<file path="src/rtl/tft_pattern_seq_pkg.sv">
`default_nettype none
// ============================================================================
//  Module      : tft_pkg
//  Description : Shared types and default sizing for the TFT colorbar path.
//                The picture generator decodes pat_sel using C_PAT_NUM, so
//                both blocks take their defaults from here.
//  Contents    : seq_state_t   - pattern sequencer state encoding
//                C_PAT_NUM     - number of test patterns
//                C_DWELL_FRAMES- frames held at full brightness
//                C_PWM_W       - backlight PWM counter width
//  Revision    : 1.0 - initial release
// ============================================================================
package tft_pkg;

   localparam int C_PAT_NUM      = 4;
   localparam int C_DWELL_FRAMES = 120;
   localparam int C_PWM_W        = 4;

   typedef enum logic [2:0] {
      ST_IDLE     = 3'd0,
      ST_FADE_IN  = 3'd1,
      ST_DWELL    = 3'd2,
      ST_FADE_OUT = 3'd3,
      ST_SWITCH   = 3'd4
   } seq_state_t;

endpackage
`default_nettype wire

</file>
<file path="src/rtl/tft_bl_pwm.sv">
`default_nettype none
// ============================================================================
//  Module      : tft_bl_pwm
//  Description : Backlight PWM. Free-running counter compared against the
//                brightness level; the compare result is registered.
//  Ports       : tft_clk   in  - pixel clock
//                sys_rst_n in  - asynchronous active-low reset
//                bright    in  - brightness 0..2^PWM_W
//                tft_bl    out - registered PWM output
//  Revision    : 1.0 - initial release
// ============================================================================
module tft_bl_pwm #(
   parameter int PWM_W = 4
) (
   input  logic             tft_clk,
   input  logic             sys_rst_n,
   input  logic [PWM_W:0]   bright,
   output logic             tft_bl
);

   logic [PWM_W-1:0] r_pwm_cnt;
   logic             r_bl;

   // bright is one bit wider than the counter, so bright==2^PWM_W is
   // greater than every counter value and the output stays high.
   always_ff @(posedge tft_clk or negedge sys_rst_n) begin
      if (!sys_rst_n) begin
         r_pwm_cnt <= '0;
         r_bl      <= 1'b0;
      end else begin
         r_pwm_cnt <= r_pwm_cnt + PWM_W'(1);
         r_bl      <= ({1'b0, r_pwm_cnt} < bright);
      end
   end

   assign tft_bl = r_bl;

endmodule
`default_nettype wire

</file>
<file path="src/rtl/tft_pattern_seq.sv">
`default_nettype none
// ============================================================================
//  Module      : tft_pattern_seq
//  Description : Frame-synchronous pattern scheduler and backlight sequencer.
//                Fades the backlight in, dwells, fades out, then steps the
//                pattern index while the panel is dark.
//  Ports       : tft_clk   in  - pixel clock
//                sys_rst_n in  - asynchronous active-low reset
//                vsync     in  - frame sync, active high
//                enable    in  - 1 run sequence, 0 fade out and park
//                key_next  in  - one-cycle early-advance request
//                pat_sel   out - pattern index
//                pat_chg   out - one-cycle pulse while the index steps
//                tft_bl    out - backlight PWM
//                busy      out - high outside IDLE
//  Revision    : 1.0 - initial release
// ============================================================================
module tft_pattern_seq
   import tft_pkg::*;
#(
   parameter int PAT_NUM      = C_PAT_NUM,
   parameter int DWELL_FRAMES = C_DWELL_FRAMES,
   parameter int PWM_W        = C_PWM_W
) (
   input  logic                       tft_clk,
   input  logic                       sys_rst_n,
   input  logic                       vsync,
   input  logic                       enable,
   input  logic                       key_next,
   output logic [$clog2(PAT_NUM)-1:0] pat_sel,
   output logic                       pat_chg,
   output logic                       tft_bl,
   output logic                       busy
);

   localparam int             SEL_W        = $clog2(PAT_NUM);
   localparam int             CNT_W        = (DWELL_FRAMES > 1) ? $clog2(DWELL_FRAMES) : 1;
   localparam logic [PWM_W:0] C_BRIGHT_MAX = {1'b1, {PWM_W{1'b0}}};
   localparam logic [PWM_W:0] C_BRIGHT_ONE = {{PWM_W{1'b0}}, 1'b1};
   localparam logic [CNT_W-1:0] C_LAST_FRAME = CNT_W'(DWELL_FRAMES - 1);
   localparam logic [SEL_W-1:0] C_LAST_PAT   = SEL_W'(PAT_NUM - 1);

   seq_state_t       r_state, w_state_nxt;
   logic             r_vsync_d;
   logic             r_frame_tick;
   logic [PWM_W:0]   r_bright, w_bright_nxt;
   logic [CNT_W-1:0] r_frame_cnt, w_frame_cnt_nxt;
   logic [SEL_W-1:0] r_pat_sel, w_pat_sel_nxt;
   logic             r_stop, w_stop_nxt;

   // Registered rising-edge detect: one tick per frame, one cycle after vsync rises.
   always_ff @(posedge tft_clk or negedge sys_rst_n) begin
      if (!sys_rst_n) begin
         r_vsync_d    <= 1'b0;
         r_frame_tick <= 1'b0;
      end else begin
         r_vsync_d    <= vsync;
         r_frame_tick <= vsync & ~r_vsync_d;
      end
   end

   always_ff @(posedge tft_clk or negedge sys_rst_n) begin
      if (!sys_rst_n) begin
         r_state <= ST_IDLE;
      end else begin
         r_state <= w_state_nxt;
      end
   end

   always_ff @(posedge tft_clk or negedge sys_rst_n) begin
      if (!sys_rst_n) begin
         r_bright    <= '0;
         r_frame_cnt <= '0;
         r_pat_sel   <= '0;
         r_stop      <= 1'b0;
      end else begin
         r_bright    <= w_bright_nxt;
         r_frame_cnt <= w_frame_cnt_nxt;
         r_pat_sel   <= w_pat_sel_nxt;
         r_stop      <= w_stop_nxt;
      end
   end

   always_comb begin
      w_state_nxt     = r_state;
      w_bright_nxt    = r_bright;
      w_frame_cnt_nxt = r_frame_cnt;
      w_pat_sel_nxt   = r_pat_sel;
      w_stop_nxt      = r_stop;

      case (r_state)
         ST_IDLE: begin
            w_bright_nxt = '0;
            w_stop_nxt   = 1'b0;
            if (enable) begin
               w_state_nxt = ST_FADE_IN;
            end
         end

         ST_FADE_IN: begin
            // A stop fades out from the current level, so it wins over the increment.
            if (!enable) begin
               w_stop_nxt  = 1'b1;
               w_state_nxt = ST_FADE_OUT;
            end else if (r_bright == C_BRIGHT_MAX) begin
               w_frame_cnt_nxt = '0;
               w_state_nxt     = ST_DWELL;
            end else if (r_frame_tick) begin
               w_bright_nxt = r_bright + C_BRIGHT_ONE;
            end
         end

         ST_DWELL: begin
            if (!enable) begin
               w_stop_nxt  = 1'b1;
               w_state_nxt = ST_FADE_OUT;
            end else if (key_next || (r_frame_tick && r_frame_cnt == C_LAST_FRAME)) begin
               w_state_nxt = ST_FADE_OUT;
            end else if (r_frame_tick) begin
               w_frame_cnt_nxt = r_frame_cnt + CNT_W'(1);
            end
         end

         ST_FADE_OUT: begin
            if (!enable) begin
               w_stop_nxt = 1'b1;
            end
            if (r_bright == '0) begin
               // A stop seen in this very cycle still parks instead of switching.
               if (r_stop || !enable) begin
                  w_stop_nxt  = 1'b0;
                  w_state_nxt = ST_IDLE;
               end else begin
                  w_state_nxt = ST_SWITCH;
               end
            end else if (r_frame_tick) begin
               w_bright_nxt = r_bright - C_BRIGHT_ONE;
            end
         end

         ST_SWITCH: begin
            // enable is deliberately not looked at here; FADE_IN re-samples it.
            w_pat_sel_nxt = (r_pat_sel == C_LAST_PAT) ? '0 : r_pat_sel + SEL_W'(1);
            w_state_nxt   = ST_FADE_IN;
         end

         default: begin
            w_state_nxt = ST_IDLE;
         end
      endcase
   end

   tft_bl_pwm #(
      .PWM_W     (PWM_W)
   ) u_bl_pwm (
      .tft_clk   (tft_clk),
      .sys_rst_n (sys_rst_n),
      .bright    (r_bright),
      .tft_bl    (tft_bl)
   );

   assign pat_sel = r_pat_sel;
   assign pat_chg = (r_state == ST_SWITCH);
   assign busy    = (r_state != ST_IDLE);

endmodule
`default_nettype wire

</file>
<file path="config.mk">
export PLATFORM = sky130hd
export DESIGN_NAME = tft_pattern_seq
export DESIGN_NICKNAME = d
export VERILOG_FILES = /design/src/rtl/tft_pattern_seq_pkg.sv /design/src/rtl/tft_bl_pwm.sv /design/src/rtl/tft_pattern_seq.sv
export SDC_FILE = /design/constraint.sdc
export NUM_CORES = 1
export LEC_CHECK = 0
export BUFFER_PORTS_ARGS = -buffer_cell sky130_fd_sc_hd__buf_2
export CAP_MARGIN = 25
export CORE_MARGIN = 5
export CORE_UTILIZATION = 58
export CTS_CLUSTER_SIZE = 24
export DETAILED_ROUTE_END_ITERATION = 7
export PLACE_DENSITY = 0.81
export SKIP_CTS_REPAIR_TIMING = 1
export SLEW_MARGIN = 20
export SYNTH_ARGS = -nofsm -noshare
export SYNTH_HDL_FRONTEND = slang
export SYNTH_SLANG_ARGS = --single-unit
</file>
<file path="constraint.sdc">
create_clock -name tft_clk -period 2.45 [get_ports tft_clk]
set_input_delay 0.245 -clock tft_clk [delete_from_list [all_inputs] [get_ports tft_clk]]
set_output_delay 0.245 -clock tft_clk [all_outputs]
set_load 0.05 [all_outputs]
</file>
==> impl_metrics.json <==
{
  "p_leak_nw": 0.721,
  "ys_dominant_reg_cell": "dfrtp_1",
  "clk_latency_ps": 310,
  "drtIter0Drc": 37,
  "seqCellArea_sq_um": 626,
  "p_per_area_mw_per_mm2": 923,
  "maxCapViolations": 0,
  "cp_max_fo": 11,
  "cts_buffers": 3,
  "gr-usage-met1": 0.254,
  "worstSetupEndpointType": "register",
  "synthTopCellsByCount": "25 x dfrtp_1, 17 x nand2_1, 12 x o21ai_0",
  "grt_start_max_net_pins": 26,
  "hold_viol_final": 0,
  "wl_mm": 2.71,
  "synth_fp_nets": 156,
  "clock.fmax_mhz": 483,
  "setup.worst_path.start_class": "register",
  "clk_pin_slew_ps": 130,
  "internal_power_uw": 804,
  "dr.pass1.iters": 4,
  "globalRouteMet3Util": 0.0241,
  "rsz0062_at_grt": "false",
  "grt_first_pass_wirelength_mm": 4.78,
  "vdd_drop_max_mv": 0.646,
  "grt_busiest_layer": "met2",
  "p_comb_frac": 0.413,
  "layout.nets": 169,
  "diodes": 0,
  "period_needed_ps": 2070,
  "grt_use_met2": 0.289,
  "holdCritPathClass": "in2reg",
  "yosys.area.top_type_share": 0.456,
  "synthCells": 144,
  "ys_warn_count": 0,
  "cts_tree": "built",
  "fill_cells": 199,
  "yosysSeqAreaShare": 0.456,
  "arrival_ps": 2280,
  "clockRootBuffer": "clkbuf_4",
  "async_reset_ff_frac": 1.00,
  "io_pins": 10,
  "status": "finished, final reports clean",
  "grt_antenna_before_repair": 0,
  "worst_slew_pin_slew_ps": 582,
  "drc": 0,
  "fin_crit_sh": 0.845,
  "vias": 1136,
  "slew_violations": 0,
  "setup_viol": 0,
  "die_h_um": 58.6,
  "globalRouteOverflowTotal": 0,
  "p_switching_uw": 564,
  "first_global_vias": 1083,
  "synth_cell_types": 41,
  "start_util": 0.614,
  "dp_cells": 179,
  "routedWlPerCell_um": 14.7,
  "critPathKind": "reg2reg",
  "yosys-top-cells-area": "dfrtp_1 46%, ha_1 6.4%, nand2_1 4.7%",
  "synth_top_area_cell": "dfrtp_1",
  "cts_sinks": 25,
  "relSlewSlack": 0.610,
  "crit_required_ps": 2660,
  "grt_usage": 0.179,
  "h-tree-depth": 1,
  "synth_area_sq_mm": 0.00137,
  "synth_edf_count": 0,
  "yosysMostFrequentCell": "dfrtp_1",
  "ant_nets": 0,
  "clock_path_buffers": 2,
  "seqPwrFrac": 0.455,
  "place_hpwl_mm": 2.08,
  "clkPwrFrac": 0.132,
  "fp.dieW_um": 58.6,
  "synth-seq-cells": 25,
  "multiInputGateArea_sq_um": 703,
  "core_sq_mm": 0.00223,
  "io_buffers": 9,
  "syn_avg_cell_area_sq_um": 9.52,
  "finalSetupTns_ps": 0,
  "num_rows": 17,
  "p_sw_frac": 0.412,
  "layout-drive-gt1-share": 0.115,
  "die_area_sq_mm": 0.00344,
  "viasPerCell": 6.17,
  "clock_skew_ps": 3.25,
  "fin_util": 0.664,
  "gp_congestion": 0.845,
  "syn2layout_area_growth_pct": 8.12,
  "instances_no_fill": 184
}
-- placed cells by master (no fill, tap or decap), drive strengths merged, types with 2 or more instances in the layout --
cell type  netlist  final
mux2i            2      2
and3             3      3
a21o             3      3
clkbuf           2      4
nor4b            2      2
nor2            11     11
o2bb2ai          2      2
nand2b           3      3
nand3            7      7
dfrtp           25     25
xnor2            2      2
nand2           17     17
inv              8      8
mux2             2      2
o21ai           12     12
and4b            2      2
or3              2      2
nor3             3      3
a21oi            7      7
o31ai            2      2
ha               7      7
nor2b            2      2
buf              1     10
-- state kept, by name (all words and copies together) (netlist names) --
name / cells
r_state: 3
u_bl_pwm.tft_bl: 1
r_frame_tick: 1
r_stop: 1
r_bright: 5
r_frame_cnt: 7
pat_sel: 2
r_vsync_d: 1
u_bl_pwm.r_pwm_cnt: 4
-- routing by layer --
metal	part of all wire	vias to the layer above	wire length [um]
met4	0.0092	0	25
met2	0.45	36	1230
met1	0.47	546	1280
li1	-	550	-
met3	0.064	4	173
met5	0	-	0
-- final timing paths --
check,slack [ps],from,cells past startpoint,end
min reg2reg,400,r_vsync_d,1,r_frame_tick
min,40,vsync,1,r_vsync_d
max reg2reg,380,r_state[1],8,r_bright[2]
max,380,r_state[1],8,r_bright[2]
min in group asynchronous,430,sys_rst_n,2,r_bright[1]
max in group asynchronous,1660,sys_rst_n,2,u_bl_pwm.r_pwm_cnt[2]
-- power by group through the flow --
stage | logic (mW) | registers (mW) | clock network (mW)
2_1_floorplan | 0.467 | 0.584 | 0
3_3_place_gp | 0.530 | 0.622 | 0
3_5_place_dp | 0.564 | 0.626 | 0
4_1_cts | 0.566 | 0.618 | 0.185
5_1_grt | 0.636 | 0.638 | 0.197
6_report | 0.565 | 0.623 | 0.181
-- final cells by class --
| type | count | share of cell area |
|---|---|---|
| Sequential cell | 25 | 0.422 |
| Timing Repair Buffer | 11 | 0.0422 |
| Inverter | 8 | 0.0203 |
| Multi-Input combinational cell | 108 | 0.474 |
| Tap cell | 28 | 0.0236 |
| Clock buffer | 4 | 0.0177 |
-- logic make-up after synthesis --
| group | synth area share |
|---|---|
| fa+ha+maj | 0.0639 |
| mux | 0.0310 |
| flops | 0.456 |
| compound gates | 0.162 |
| buf+inv | 0.0310 |
| simple gates | 0.237 |
| xor+xnor | 0.0192 |
-- worst max-delay path: stages, from the launching register on --
cell      delay, ps
dfrtp_1         570
nand3b_1        210
xnor2_1         210
ha_1            220
nor2_1           70
mux2_2          290
and3_1          190
mux2i_1         120
o31ai_1          80
-- through the flow --
step / setup WS [ps] / area [sq um] / hold slack [ps] / total power [mW]
2_1_floorplan: 537 / 1370 / -50.6 / 1.05
3_3_place_gp: 498 / 1450 / 266 / 1.15
3_5_place_dp: 423 / 1450 / 265 / 1.19
4_1_cts: 396 / 1470 / -84.7 / 1.37
5_1_grt: 212 / 1480 / 36.1 / 1.47
6_report: 379 / 1480 / 39.5 / 1.37
Power figures use the tool's default switching activity.
